<file path="config.mk">
export PLATFORM = sky130hd
export DESIGN_NAME = pwm_multi_ch
export DESIGN_NICKNAME = d
export VERILOG_FILES = /design/src/rtl/pwm_multi_ch.sv
export SDC_FILE = /design/constraint.sdc
export NUM_CORES = 1
export LEC_CHECK = 0
export CORE_MARGIN = 5
export CORE_UTILIZATION = 42
export CTS_BUF_LIST = sky130_fd_sc_hd__clkbuf_16
export DETAILED_ROUTE_END_ITERATION = 6
export PLACE_DENSITY = 0.57
export SLEW_MARGIN = 20
export SYNTH_ARGS = -nofsm -noshare
export SYNTH_HDL_FRONTEND = slang
export SYNTH_SLANG_ARGS = --single-unit
</file>
<file path="constraint.sdc">
create_clock -name clk -period 20.2 [get_ports clk]
set_clock_uncertainty 0.1 [all_clocks]
set_input_delay 2.02 -clock clk [delete_from_list [all_inputs] [get_ports clk]]
set_output_delay 2.02 -clock clk [all_outputs]
set_load 0.05 [all_outputs]
</file>
<file path="src/rtl/pwm_multi_ch.sv">
// Multi-channel PWM generator with shared edge/center-aligned counter, prescaler
// and a double-buffered duty frame that commits only on a period boundary.
module pwm_multi_ch #(
  parameter int unsigned DWIDTH  = 8,
  parameter int unsigned STAGE   = 8,
  parameter int unsigned PSWIDTH = 4
) (
  input  logic               clk,
  input  logic               rst,
  input  logic               start,
  input  logic               data_valid,
  input  logic [DWIDTH-1:0]  data,
  output logic               data_ready,
  input  logic               center_mode,
  input  logic [STAGE-1:0]   invert,
  input  logic [PSWIDTH-1:0] prescale,
  output logic               period_start,
  output logic               frame_done,
  output logic [STAGE-1:0]   out
);

  localparam int unsigned IW = (STAGE > 1) ? $clog2(STAGE) : 1;
  localparam logic [DWIDTH-1:0] CNT_MAX  = {DWIDTH{1'b1}};
  localparam logic [IW-1:0]     LAST_IDX = IW'(STAGE - 1);

  typedef enum logic [1:0] {
    IDLE = 2'd0,
    LOAD = 2'd1,
    PEND = 2'd2
  } state_t;

  state_t             state;
  logic [IW-1:0]      idx;
  logic [DWIDTH-1:0]  shadow [STAGE];
  logic [DWIDTH-1:0]  active [STAGE];

  logic [PSWIDTH-1:0] ps_cnt;
  logic [PSWIDTH-1:0] ps_lat;
  logic               mode_lat;
  logic [DWIDTH-1:0]  cnt;
  logic               cnt_down;

  logic [DWIDTH-1:0]  cnt_nxt_c;
  logic               down_nxt_c;
  logic               tick_c;
  logic               boundary_c;

  // Next counter value for the period shape latched at the last boundary
  always_comb begin
    tick_c     = (ps_cnt == ps_lat);
    cnt_nxt_c  = cnt + DWIDTH'(1);
    down_nxt_c = cnt_down;
    if (mode_lat) begin
      if (cnt_down) begin
        cnt_nxt_c = cnt - DWIDTH'(1);
      end else if (cnt == CNT_MAX) begin
        cnt_nxt_c  = CNT_MAX - DWIDTH'(1);
        down_nxt_c = 1'b1;
      end
    end
    boundary_c = tick_c && (cnt_nxt_c == '0);
  end

  // Prescaler, period counter and per-period configuration snapshot
  always_ff @(posedge clk) begin
    if (!rst) begin
      ps_cnt       <= '0;
      ps_lat       <= prescale;
      mode_lat     <= center_mode;
      cnt          <= '0;
      cnt_down     <= 1'b0;
      period_start <= 1'b0;
    end else begin
      period_start <= boundary_c;
      if (tick_c) begin
        ps_cnt   <= '0;
        cnt      <= cnt_nxt_c;
        cnt_down <= boundary_c ? 1'b0 : down_nxt_c;
      end else begin
        ps_cnt <= ps_cnt + PSWIDTH'(1);
      end
      if (boundary_c) begin
        ps_lat   <= prescale;
        mode_lat <= center_mode;
      end
    end
  end

  // Duty frame loader: shadow fills word by word, active swaps at a boundary
  always_ff @(posedge clk) begin
    if (!rst) begin
      state      <= IDLE;
      idx        <= '0;
      data_ready <= 1'b0;
      frame_done <= 1'b0;
      for (int i = 0; i < int'(STAGE); i++) begin
        shadow[i] <= '0;
        active[i] <= '0;
      end
    end else begin
      frame_done <= 1'b0;
      case (state)
        IDLE: begin
          if (start) begin
            state      <= LOAD;
            idx        <= '0;
            data_ready <= 1'b1;
          end
        end
        LOAD: begin
          if (data_valid) begin
            shadow[idx] <= data;
            idx         <= idx + IW'(1);
            if (idx == LAST_IDX) begin
              state      <= PEND;
              data_ready <= 1'b0;
            end
          end
        end
        PEND: begin
          if (boundary_c) begin
            for (int i = 0; i < int'(STAGE); i++) begin
              active[i] <= shadow[i];
            end
            frame_done <= 1'b1;
            state      <= IDLE;
          end
        end
        default: begin
          state      <= IDLE;
          data_ready <= 1'b0;
        end
      endcase
    end
  end

  // Compare stage; active and cnt change on the same edge, so out never glitches
  always_ff @(posedge clk) begin
    if (!rst) begin
      out <= '0;
    end else begin
      for (int i = 0; i < int'(STAGE); i++) begin
        out[i] <= (active[i] > cnt) ^ invert[i];
      end
    end
  end

endmodule

</file>
# [Yosys cells after proc, flatten, opt, wreduce, memory -nomap -nowiden]
# Memory sizes are Yosys's and may differ from the RTL's.
# Index checks and enable logic that the tools add are counted.
[totals] regBits=34 ramBits=128 inputBits=25 memories=2
[memory_table] name="active" depth=8 width=8 read_ports=8 rd_ports_with_merged_regs=0 wr=8 line_no="35" source="logic [DWIDTH-1:0] active [STAGE];"
[memory_table] name="shadow" depth=8 width=8 read_ports=8 rd_ports_with_merged_regs=0 wr=8 line_no="34" source="logic [DWIDTH-1:0] shadow [STAGE];"
[op_classes] n_addsub=4 order_cmp=8 n_eq_ne=10 muxes=43 bitwise_logic=18 n_reduce_logical=11
[ops] operator="8-bit 2-to-1 mux" n=12
[ops] operator="8-bit greater-than comparator" n=8
[ops] operator="1-bit 2-to-1 mux" n=19
[ops] operator="3-bit 2-to-1 mux" n=3
[ops] operator="8-bit by 1-bit adder with 8-bit output, second input constant" n=1
[ops] operator="8-bit equality test, second input constant" n=1
[ops] operator="8-bit zero test" n=1
[ops] operator="2-bit 2-to-1 mux" n=4
[ops] operator="4-bit 2-to-1 mux" n=2
[ops] operator="2-bit != test, second input constant" n=4
[ops] operator="1-bit OR" n=8
[ops] operator="4-bit AND reduction" n=2
[ops] operator="8-bit OR reduction" n=1
[ops] operator="8-bit by 1-bit subtractor with 8-bit output, second input constant" n=1
[ops] operator="1-bit XOR" n=8
[ops] operator="2-bit case mux with 3 select lines" n=1
[ops] operator="3-bit case mux with 2 select lines" n=1
[ops] operator="4-bit by 1-bit adder with 4-bit output, second input constant" n=1
[ops] operator="4-bit equality test" n=1
[ops] operator="2-bit nonzero test" n=2
[ops] operator="3-bit by 1-bit adder with 3-bit output, second input constant" n=1
[ops] operator="3-bit equality test, second input constant" n=1
[ops] operator="1-bit case mux with 3 select lines" n=1
[ops] operator="3-bit AND reduction" n=1
[ops] operator="8 further kinds" n=9

# [Depth between registers and ports, before layout]
# Gate-level depths: netlist (run 1).
[depth] ltp_word=11 ltp_mapped=10

# [Worst setup path before layout (run 1)]
# Ideal clock, no wire load.
[synth_timing] path_kind="register -> register" startpoint="register cnt[0]" endpoint="memory active[0][0] (enable)" setup_time_ps=661 t_arrival_ps=8324 required_time_ps=19439 path_slack_ps=11114 stages_incl_launch_ff=7 n_path_buf=0 path_cell_list="dfxtp_1 > ha_1 > nand3_1 > or3b_1 > a211oi_1 > a21bo_2 > o41ai_1"
[synth_rtl] element="start: declaration" line_no="40" source="logic [DWIDTH-1:0] cnt;"
[synth_rtl] element="start signal: assignment" line_no="77" source="cnt <= cnt_nxt_c;"
[synth_rtl] element="end: declaration" line_no="35"

==> qor.yml, run 1 <==
synthesis:
  synth_cells: 672
  synth-edff-count: 133
  ys_seq_area_share_pct: 56.4
  synth_cell_types: 57
  ys_seq_elements: 162
  ys_warn_count: 0
  syn_avg_cell_area_um2: 12.1
  syn-num-nets: 766
  synth_ff_type: "edfxtp_1"
  synth_async_sr_flop_share_pct: 0
  netlist_area_mm2: 0.00811
global_route:
  antenna_found_initial: 0
  grt-ovfl-total: 0
  grt_pass1_vias: 4878
  grt_max_degree: 65
  grt_first_pass_wirelength_um: 25800
  gr-usage-all-layers_pct: 15.3
setup_path:
  crit_fanout: 61
  worstSetupStartpointType: "input port"
  rr_startpoint: "cnt[0]"
  cpMostUsedCell: "nand2b_1"
  crit_type: "input port to flip-flop"
  cpPeakStageDelay_ns: 0.60
  slowest_stage: "nor3_1"
  crit_arrival_ns: 4.15
  required_ns: 20.18
  startpoint: "rst"
  crit_chain: "buf_2, buf_4, and4b_1, nand2b_1, nor3_1, nand2b_1"
  end_kind: "flip-flop"
final_layout:
  syn_to_final_growth_pct: 14.2
  final_cells: 983
  regArea_mm2: 0.00457
  drive_above_1_share_pct: 4.98
  num_antenna_cells: 0
  nets: 804
  multi_input_area_mm2: 0.00337
  fillers: 1671
  post-route-util_pct: 49.2
power_and_ir_drop:
  power_density_mw_per_mm2: 79.1
  p_leak_uw: 0.00353
  ir_worst_vdd_uv: 59.5
clocking:
  ctsHoldBuffers: 0
  clock-root-buffer: "clkbuf_16"
  numCtsBuffers: 17
  cts_sinks: 162
  clk_path_buf_depth: 2
  cts_resized: 0
  post_cts_buffers: 0
  cts_tree: "done"
  clk_pin_slew_worst_paths_ns: 0.06
  insertion_delay_ns: 0.42
  h-tree-depth: 4
sta:
  setup_viol: 0
  setup_tns_ns: 0
  rsz0062_at_grt: "no"
  whs_ns: 0.390
  finalHoldViolCount: 0
  fin_crit_ns: 4.17
  clock.fmax_ghz: 0.240
  finalCritPeriodShare_pct: 20.6
  relSlewSlack_pct: 27.0
  maxSlewViolCount: 0
  worstMarginPinSlew_ns: 1.08
min_path:
  hold_path_class: "flip-flop to flip-flop"
  min-delay-start: "ps_cnt[0]"
floorplan:
  start_util_pct: 43.1
  num_rows: 50
  ios: 36
  die_area_mm2: 0.0222
  die_h_um: 149
  core_area_mm2: 0.0188
  die_w_um: 149
placement:
  io_buffers: 35
  dp_cells: 951
  gp_congestion: 0.832
  hpwl_um: 11100
job:
  max-cap-violations: 0
detailed_routing:
  drtIter0Drc: 211
  post_drt_wl_per_cell_um: 16.6
  via_per_inst: 5.10
  via_count: 5015
  routed_wl_um: 16400
  antenna_left: 0
  drt-pass1-iter-count: 4
  drc: 0
run_status:
  status: "completed"
kinds of logic (layout without fill, tap and decap cells):
kind of cell	after synthesis	after routing	share of synthesized area, %
multiplexers	8	8	0.987
AND/OR/NAND/NOR	277	277	20.3
buffers and inverters	37	88	2.13
XOR/XNOR	11	11	1.19
flip-flops	162	162	56.4
AO/OA/AOI/OAI	108	108	8.36
adder cells (fa/ha/maj)	69	69	10.6
registers in the layout (all words and copies together), names as in the netlist:
register,count
mode_lat,1
frame_done,1
out,8
idx,3
cnt,8
ps_cnt,4
active,64
shadow,64
cnt_down,1
state,2
period_start,1
data_ready,1
ps_lat,4
where the power goes:
part	switching (uW)	internal (uW)
Clock	123	179
Sequential	5.88	374
Combinational	30.2	21.1
Yosys cell counts (2+ instances only):
| cell type | instances | area (um^2) |
|---|---|---|
| a211oi_1 | 2 | 15.0 |
| a21boi_0 | 4 | 30.0 |
| a21o_1 | 8 | 60.1 |
| a21oi_1 | 33 | 165 |
| a31oi_1 | 3 | 18.8 |
| and2_1 | 136 | 851 |
| and3_1 | 6 | 37.5 |
| and4_1 | 4 | 35.0 |
| buf_2 | 4 | 20.0 |
| buf_4 | 3 | 22.5 |
| buf_6 | 2 | 22.5 |
| clkbuf_1 | 8 | 30.0 |
| clkbuf_2 | 2 | 10.0 |
| dfxtp_1 | 29 | 581 |
| edfxtp_1 | 133 | 3990 |
| ha_1 | 69 | 863 |
| inv_1 | 18 | 67.6 |
| mux2i_1 | 8 | 80.1 |
| nand2_1 | 22 | 82.6 |
| nand2b_1 | 23 | 144 |
| nand3_1 | 5 | 25.0 |
| nand4_1 | 18 | 113 |
| nand4b_1 | 2 | 17.5 |
| nor2_1 | 25 | 93.8 |
| nor2b_1 | 19 | 119 |
| nor3_1 | 7 | 35.0 |
| o21ai_0 | 24 | 120 |
| o22ai_1 | 10 | 62.6 |
| o31ai_1 | 8 | 60.1 |
| xnor2_1 | 9 | 78.8 |
| xor2_1 | 2 | 17.5 |
placed cells by master (no fill, tap or decap), types with 17 or more instances in the layout:
| cell type | Yosys | final |
|---|---|---|
| inv_1 | 18 | 23 |
| clkdlybuf4s50_1 | 0 | 34 |
| and2_1 | 136 | 136 |
| nand4_1 | 18 | 18 |
| nor2_1 | 25 | 25 |
| dfxtp_1 | 29 | 29 |
| o21ai_0 | 24 | 23 |
| edfxtp_1 | 133 | 133 |
| nor2b_1 | 19 | 19 |
| ha_1 | 69 | 69 |
| clkbuf_16 | 0 | 17 |
| a21oi_1 | 33 | 33 |
| nand2_1 | 22 | 22 |
| nand2b_1 | 23 | 23 |
through the flow:
stage | power, uW | instance area, um^2 | worst slack (ns)
after floorplan | 419 | 8110 | 11.11
after global placement | 436 | 8710 | 15.69
after detailed placement | 439 | 8710 | 15.52
after CTS | 740 | 9260 | 15.98
after global routing | 759 | 9260 | 15.80
final | 732 | 9260 | 16.03
final timing paths:
| kind | to | slack (ns) | depth (start not counted) |
|---|---|---|---|
| setup / recovery | shadow[0][6] | 16.03 | 6 |
| setup reg to reg | active[0][3] | 16.36 | 7 |
| hold reg to reg | ps_cnt[0] | 0.39 | 1 |
| hold / removal | ps_cnt[0] | 0.39 | 1 |
area by class of cell:
| cell class | count | area share, % |
|---|---|---|
| clock buffer | 17 | 4.59 |
| timing repair buffer | 38 | 3.97 |
| inverter | 18 | 0.730 |
| clock inverter | 15 | 1.41 |
| multi-input combinational | 473 | 36.4 |
| tap | 260 | 3.51 |
| sequential | 162 | 49.4 |
critical path: cells and delay by family:
kind                   cells  cell delay (ns)
buffers and inverters      2             0.54
AND/OR/NAND/NOR            4             1.58
routing by layer:
metal / GRT usage (%) / wire (um) / vias to the layer above
li1: - / - / 2532
met3: 2.77 / 535 / 16
met2: 25.5 / 8030 / 82
met5: 0 / 0 / -
met1: 20.4 / 7590 / 2385
met4: 4.94 / 196 / 0
Note: power is estimated with default switching activity, not from simulation.
==> run 2, diff against run 1 <==
==> constraint.sdc (replaced) <==
create_clock -name clk -period 3.9 [get_ports clk]
set_clock_uncertainty 0.1 [all_clocks]
set_input_delay 0.39 -clock clk [delete_from_list [all_inputs] [get_ports clk]]
set_output_delay 0.39 -clock clk [all_outputs]
set_load 0.05 [all_outputs]
==> run 2 against run 1 <==
  * Core utilization is 0.76 points higher
  * Die area is the same
  * Critical endpoint is now active[1][5]
  * Clock power grew to 5.5 times the previous value
  * Global-route usage grew 0.48 points
  * Hold slack improved by 0.0081 ns
  * First-iteration DRC count grew 2.4%
  * Non-clock buffer count up 8
  * Sequential cell count did not move
  * Sequential power rose to 5.2 times the previous value
==> qor.yml, run 2 (synthesized netlist as in run 1, its figures left out) <==
detailed_routing:
  drt-pass1-iter-count: 4  # unchanged
  via_per_inst: 5.12  # +0.32%
  routed_wl_um: 16900  # +3.5%
  drc: 0  # unchanged
  via_count: 5072  # +1.1%
  post_drt_wl_per_cell_um: 17.1  # +2.7%
  drtIter0Drc: 216  # +2.4%
  antenna_left: 0  # unchanged
sta:
  fin_crit_ns: 3.13
  whs_ns: 0.398  # +0.00810 ns
  setup_slack_ns: 0.769  # -15.26 ns
  maxSlewViolCount: 0  # unchanged
  rsz0062_at_grt: "no"
  finalCritPeriodShare_pct: 80.3
  worstMarginPinSlew_ns: 0.734  # -0.350 ns
  clock.fmax_ghz: 0.319
  setup_viol: 0  # unchanged
  setup_tns_ns: 0  # unchanged
  relSlewSlack_pct: 50.5  # +24 points
  finalHoldViolCount: 0  # unchanged
setup_path:
  worstSetupStartpointType: "flip-flop"
  end_kind: "flip-flop"
  crit_fanout: 64  # +4.9%
  rr_startpoint: "cnt[1]"
  required_ns: 3.88  # -16.30 ns
  rrSetupSlack_ns: 0.77  # -15.59 ns
  startpoint: "cnt[1]"
  crit_arrival_ns: 3.11  # -1.04 ns
  crit_type: "flip-flop to flip-flop"
  cpPeakStageDelay_ns: 0.43  # -0.17 ns
  r2r_end: "active[1][5]"
  crit_chain: "inv_2, ha_1, xor2_1, nor3_1, a41oi_1, a21bo_2, o41ai_4, buf_12"
  ff2ff_path_depth: 8  # +1
  endpoint: "active[1][5]"
  slowest_stage: "dfxtp_2"
power_and_ir_drop:
  p_leak_uw: 0.00357  # +0.99%
  power_density_mw_per_mm2: 413  # +420%
  ir_worst_vdd_uv: 320  # +440%
placement:
  gp_congestion: 0.828  # -0.37%
  hpwl_um: 11600  # +4.4%
  place_area_mm2: 0.00882  # +1.3%
  io_buffers: 35  # unchanged
  pre_cts_slack_ns: 0.782  # -14.74 ns
floorplan:
  die_h_um: 149  # unchanged
  start_util_pct: 43.1  # unchanged
  die_w_um: 149  # unchanged
  num_rows: 50  # unchanged
  ios: 36  # unchanged
  core_area_mm2: 0.0188  # unchanged
  die_area_mm2: 0.0222  # unchanged
clocking:
  ctsHoldBuffers: 0  # unchanged
  cts_tree: "done"
  clk_pin_slew_worst_paths_ns: 0.06  # about the same
  insertion_delay_ns: 0.41  # about the same
  post_cts_buffers: 0  # unchanged
  clk_path_buf_depth: 2  # unchanged
  cts_resized: 0  # unchanged
  clock-root-buffer: "clkbuf_16"
  cts_sinks: 162  # unchanged
  numCtsBuffers: 17  # unchanged
  h-tree-depth: 4  # unchanged
global_route:
  grt_max_degree: 65  # unchanged
  gr-usage-all-layers_pct: 15.8  # +0.48 points
  grt_pass1_vias: 5153  # +5.6%
  antenna_found_initial: 0  # unchanged
  grt_first_pass_wirelength_um: 27000  # +4.9%
  grt-ovfl-total: 0  # unchanged
final_layout:
  num_antenna_cells: 0  # unchanged
  final_cell_mix: "and2_1 (136), edfxtp_1 (133), ha_1 (68), clkdlybuf4s50_1 (34), a21oi_1 (33)"
  syn_to_final_growth_pct: 16.0
  nets: 812  # +1.0%
  drive_above_1_share_pct: 7.52  # +2.5 points
  layout_commonest_cell: "and2_1"
  fin_area_mm2: 0.00940  # +1.5%
  post-route-util_pct: 49.9  # +0.76 points
  largestRegisters: "active x64, shadow x64"
job:
  max-cap-violations: 0  # unchanged
run_status:
  status: "completed"
min_path:
  hold_path_class: "flip-flop to flip-flop"
## run 2: final cells by class
| class | count | area [um^2] |
|---|---|---|
| timing repair buffer | 46 | 440 |
| clock buffer | 17 | 425 |
| tap | 260 | 325 |
| fill | 1666 | 9430 |
| sequential | 162 | 4580 |
| multi-input combinational | 473 | 3410 |
| clock inverter | 15 | 156 |
| inverter | 18 | 67.6 |
## run 2: worst max-delay path, delay by kind of cell, from the launching register on
kind / cells / cell delay (ns)
adders and majority gates: 1 / 0.25
AOI/OAI and AO/OA: 3 / 0.89
buffers and inverters: 2 / 0.51
xor gates and xnor gates: 1 / 0.15
and+or+nand+nor: 1 / 0.43
DFF: 1 / 0.43
## run 2: worst min-delay path by stage
| stage | cells after the start | to | slack (ns) | start |
|---|---|---|---|---|
| detailed placement | 1 | ps_cnt[0] | 0.37 | ps_cnt[0] |
| CTS | 4 | state[1] | 0.39 | rst |
| finish | 1 | ps_cnt[0] | 0.40 | ps_cnt[0] |
| global placement | 1 | ps_cnt[0] | 0.35 | ps_cnt[0] |
| floorplan | 1 | ps_cnt[0] | 0.34 | ps_cnt[0] |
| global route | 1 | ps_cnt[0] | 0.42 | ps_cnt[0] |
## run 2: metal layers
layer  up-vias  global-route usage [%]  part of all wire [%]
met3        32                    2.64                   3.2
met5         -                       0                     0
met2        95                    26.6                    49
met1      2399                    20.5                    45
met4         0                    6.18                   2.4
li1       2546                       -                     -
## run 2: through the flow
stage | power [uW] | cells
final | 3890 | 991
after floorplan | 2170 | 672
after global placement | 2270 | 959
after global routing | 4030 | 991
after CTS | 3930 | 991
after detailed placement | 2280 | 959
## run 2: power breakdown
part | internal (uW) | switching [uW]
registers | 1930 | 31.5
logic | 116 | 160
clock network | 950 | 696
total | 3000 | 888
==> run 3, diff against run 2 <==
--- a/config.mk
+++ b/config.mk
@@ -9,7 +9,7 @@
 export CORE_UTILIZATION = 42
 export CTS_BUF_LIST = sky130_fd_sc_hd__clkbuf_16
 export DETAILED_ROUTE_END_ITERATION = 6
-export PLACE_DENSITY = 0.57
+export PLACE_DENSITY = 0.59
 export SLEW_MARGIN = 20
 export SYNTH_ARGS = -nofsm -noshare
 export SYNTH_HDL_FRONTEND = slang
==> constraint.sdc (replaced) <==
create_clock -name clk -period 2.8 [get_ports clk]
set_clock_uncertainty 0.1 [all_clocks]
set_input_delay 0.28 -clock clk [delete_from_list [all_inputs] [get_ports clk]]
set_output_delay 0.28 -clock clk [all_outputs]
set_load 0.05 [all_outputs]
==> run 3 against run 2 <==
  * Via count rose by 4.0%
  * Sequential power rose by 39%
  * Die area did not move
  * Non-clock buffer count rose by 35
  * Critical path depth did not move
  * Largest cell class unchanged
==> qor.yml, run 3 (synthesized netlist as in run 1, its figures left out) <==
run_status:
  status: "completed"
setup_path:
  crit_fanout: 32  # -50%
  crit_arrival_ns: 2.74  # -0.37 ns
  cpPeakStageDelay_ns: 0.48  # +0.05 ns
  crit_type: "flip-flop to flip-flop"
  required_ns: 2.81  # -1.07 ns
  startpoint: "cnt[3]"
  rrSetupSlack_ns: 0.07  # -0.70 ns
  crit_chain: "buf_4, and2_1, and4_1, o211a_1, o2111ai_2, o41ai_4, buf_4, buf_8"
  cpMostUsedCell: "buf_4"
  slowest_stage: "dfxtp_1"
  rr_startpoint: "cnt[3]"
  ff2ff_path_depth: 8  # unchanged
  endpoint: "active[1][28]"
  worstSetupStartpointType: "flip-flop"
  end_kind: "flip-flop"
  r2r_end: "active[1][28]"
placement:
  hpwl_um: 12200  # +5.5%
  pre_cts_slack_ns: 0.0322  # -0.749 ns
  io_buffers: 35  # unchanged
  gp_congestion: 0.877  # +5.9%
final_layout:
  post-route-util_pct: 51.2  # +1.3 points
  drive_above_1_share_pct: 11.9  # +4.4 points
  layout_commonest_cell: "and2_1"
  syn_to_final_growth_pct: 19.0
  num_antenna_cells: 0  # unchanged
  largestRegisters: "active x64, shadow x64"
  final_cell_mix: "and2_1 (136), edfxtp_1 (133), ha_1 (68), buf_4 (43), clkdlybuf4s50_1 (34)"
  nets: 847  # +4.3%
clocking:
  h-tree-depth: 4  # unchanged
  clk_path_buf_depth: 2  # unchanged
  cts_tree: "done"
  cts_sinks: 162  # unchanged
  numCtsBuffers: 17  # unchanged
  insertion_delay_ns: 0.43  # +0.02 ns
  clock-root-buffer: "clkbuf_16"
  clk_pin_slew_worst_paths_ns: 0.07  # about the same
  ctsHoldBuffers: 0  # unchanged
min_path:
  hold_path_class: "input port to flip-flop"
  whs_path_depth: 2  # +1
  min-delay-start: "rst"
global_route:
  grt_first_pass_wirelength_um: 28300  # +4.8%
  grt-ovfl-total: 0  # unchanged
  antenna_found_initial: 0  # unchanged
  grt_max_degree: 65  # unchanged
  gr-usage-all-layers_pct: 16.8  # +0.94 points
  grt_pass1_vias: 5314  # +3.1%
detailed_routing:
  drt-pass1-iter-count: 4  # unchanged
  drtIter0Drc: 330  # +53%
  via_count: 5276  # +4.0%
  post_drt_wl_per_cell_um: 17.3  # +1.2%
  antenna_left: 0  # unchanged
  drc: 0  # unchanged
  via_per_inst: 5.14  # +0.47%
  routed_wl_um: 17700  # +4.8%
power_and_ir_drop:
  ir_worst_vdd_uv: 406  # +27%
  p_leak_uw: 0.00373  # +4.5%
  power_density_mw_per_mm2: 544  # +32%
sta:
  relSlewSlack_pct: 60.5  # +9.9 points
  worstMarginPinSlew_ns: 0.592  # -0.142 ns
  setup_slack_ns: 0.0711  # -0.698 ns
  clock.fmax_ghz: 0.366  # +15%
  finalCritPeriodShare_pct: 97.5  # +17 points
  maxSlewViolCount: 0  # unchanged
  whs_ns: 0.195  # -0.203 ns
  setup_viol: 0  # unchanged
  fin_crit_ns: 2.73  # -0.402 ns
  finalHoldViolCount: 0  # unchanged
  setup_tns_ns: 0  # unchanged
floorplan:
  die_area_mm2: 0.0222  # unchanged
  die_w_um: 149  # unchanged
  start_util_pct: 43.1  # unchanged
  core_area_mm2: 0.0188  # unchanged
  num_rows: 50  # unchanged
  die_h_um: 149  # unchanged
  ios: 36  # unchanged
job:
  max-cap-violations: 0  # unchanged
## run 3: cell types whose count changed in the layout (fill, tap and decap cells not counted), sizes merged
cell,before,now
bufinv,2,0
clkinv,6,5
clkbuf,17,18
clkinvlp,2,3
inv,23,25
buf,12,46
## run 3: report_power, final
| group | total (uW) | internal [uW] | switching [uW] |
|---|---|---|---|
| clock network | 2110 | 1140 | 973 |
| logic | 405 | 172 | 233 |
| registers | 2730 | 2690 | 35.8 |
## run 3: cell type report
type,count,area (um^2)
clock buffer,17,425
clock inverter,15,109
sequential,162,4580
timing repair buffer,81,728
tap,260,325
multi-input combinational,473,3410
inverter,18,67.6
fill,1647,9180
## run 3: critical path: cells and delay by family (launching register included)
kind	cells	cell delay, ns
and+or+nand+nor	2	0.47
buffers and inverters	3	0.64
AOI/OAI and AO/OA	3	0.71
DFF	1	0.48
## run 3: through the flow
| stage | power, uW | cells | instance area [um^2] |
|---|---|---|---|
| floorplan | 3020 | 672 | 8160 |
| global placement | 3170 | 992 | 9080 |
| detailed placement | 3190 | 992 | 9080 |
| CTS | 5290 | 1024 | 9620 |
| global route | 5450 | 1026 | 9650 |
| finish | 5250 | 1026 | 9650 |
## run 3: timing repair
item / CTS / global route
setup buffers: 0 / 1
resized for setup: 0 / 4
setup endpoints to repair: 0 / 64
## run 3: routing by layer
metal  share of wire [%]  vias up  global-route usage [%]  wire length (um)
met5                   0        -                       0                 0
met4                 2.3        0                    6.13               405
met3                 4.5       34                    4.10               797
met2                  49      131                    28.1              8700
met1                  44     2495                    21.1              7840
li1                    -     2616                       -                 -
## run 3: how the worst min path moves through the flow
| stage | end | slack, ns |
|---|---|---|
| final | idx[1] | 0.20 |
| after CTS | idx[1] | 0.18 |
| after global routing | idx[1] | 0.21 |
| after detailed placement | ps_cnt[0] | 0.39 |
| after floorplan | mode_lat | 0.28 |
| after global placement | ps_cnt[0] | 0.35 |
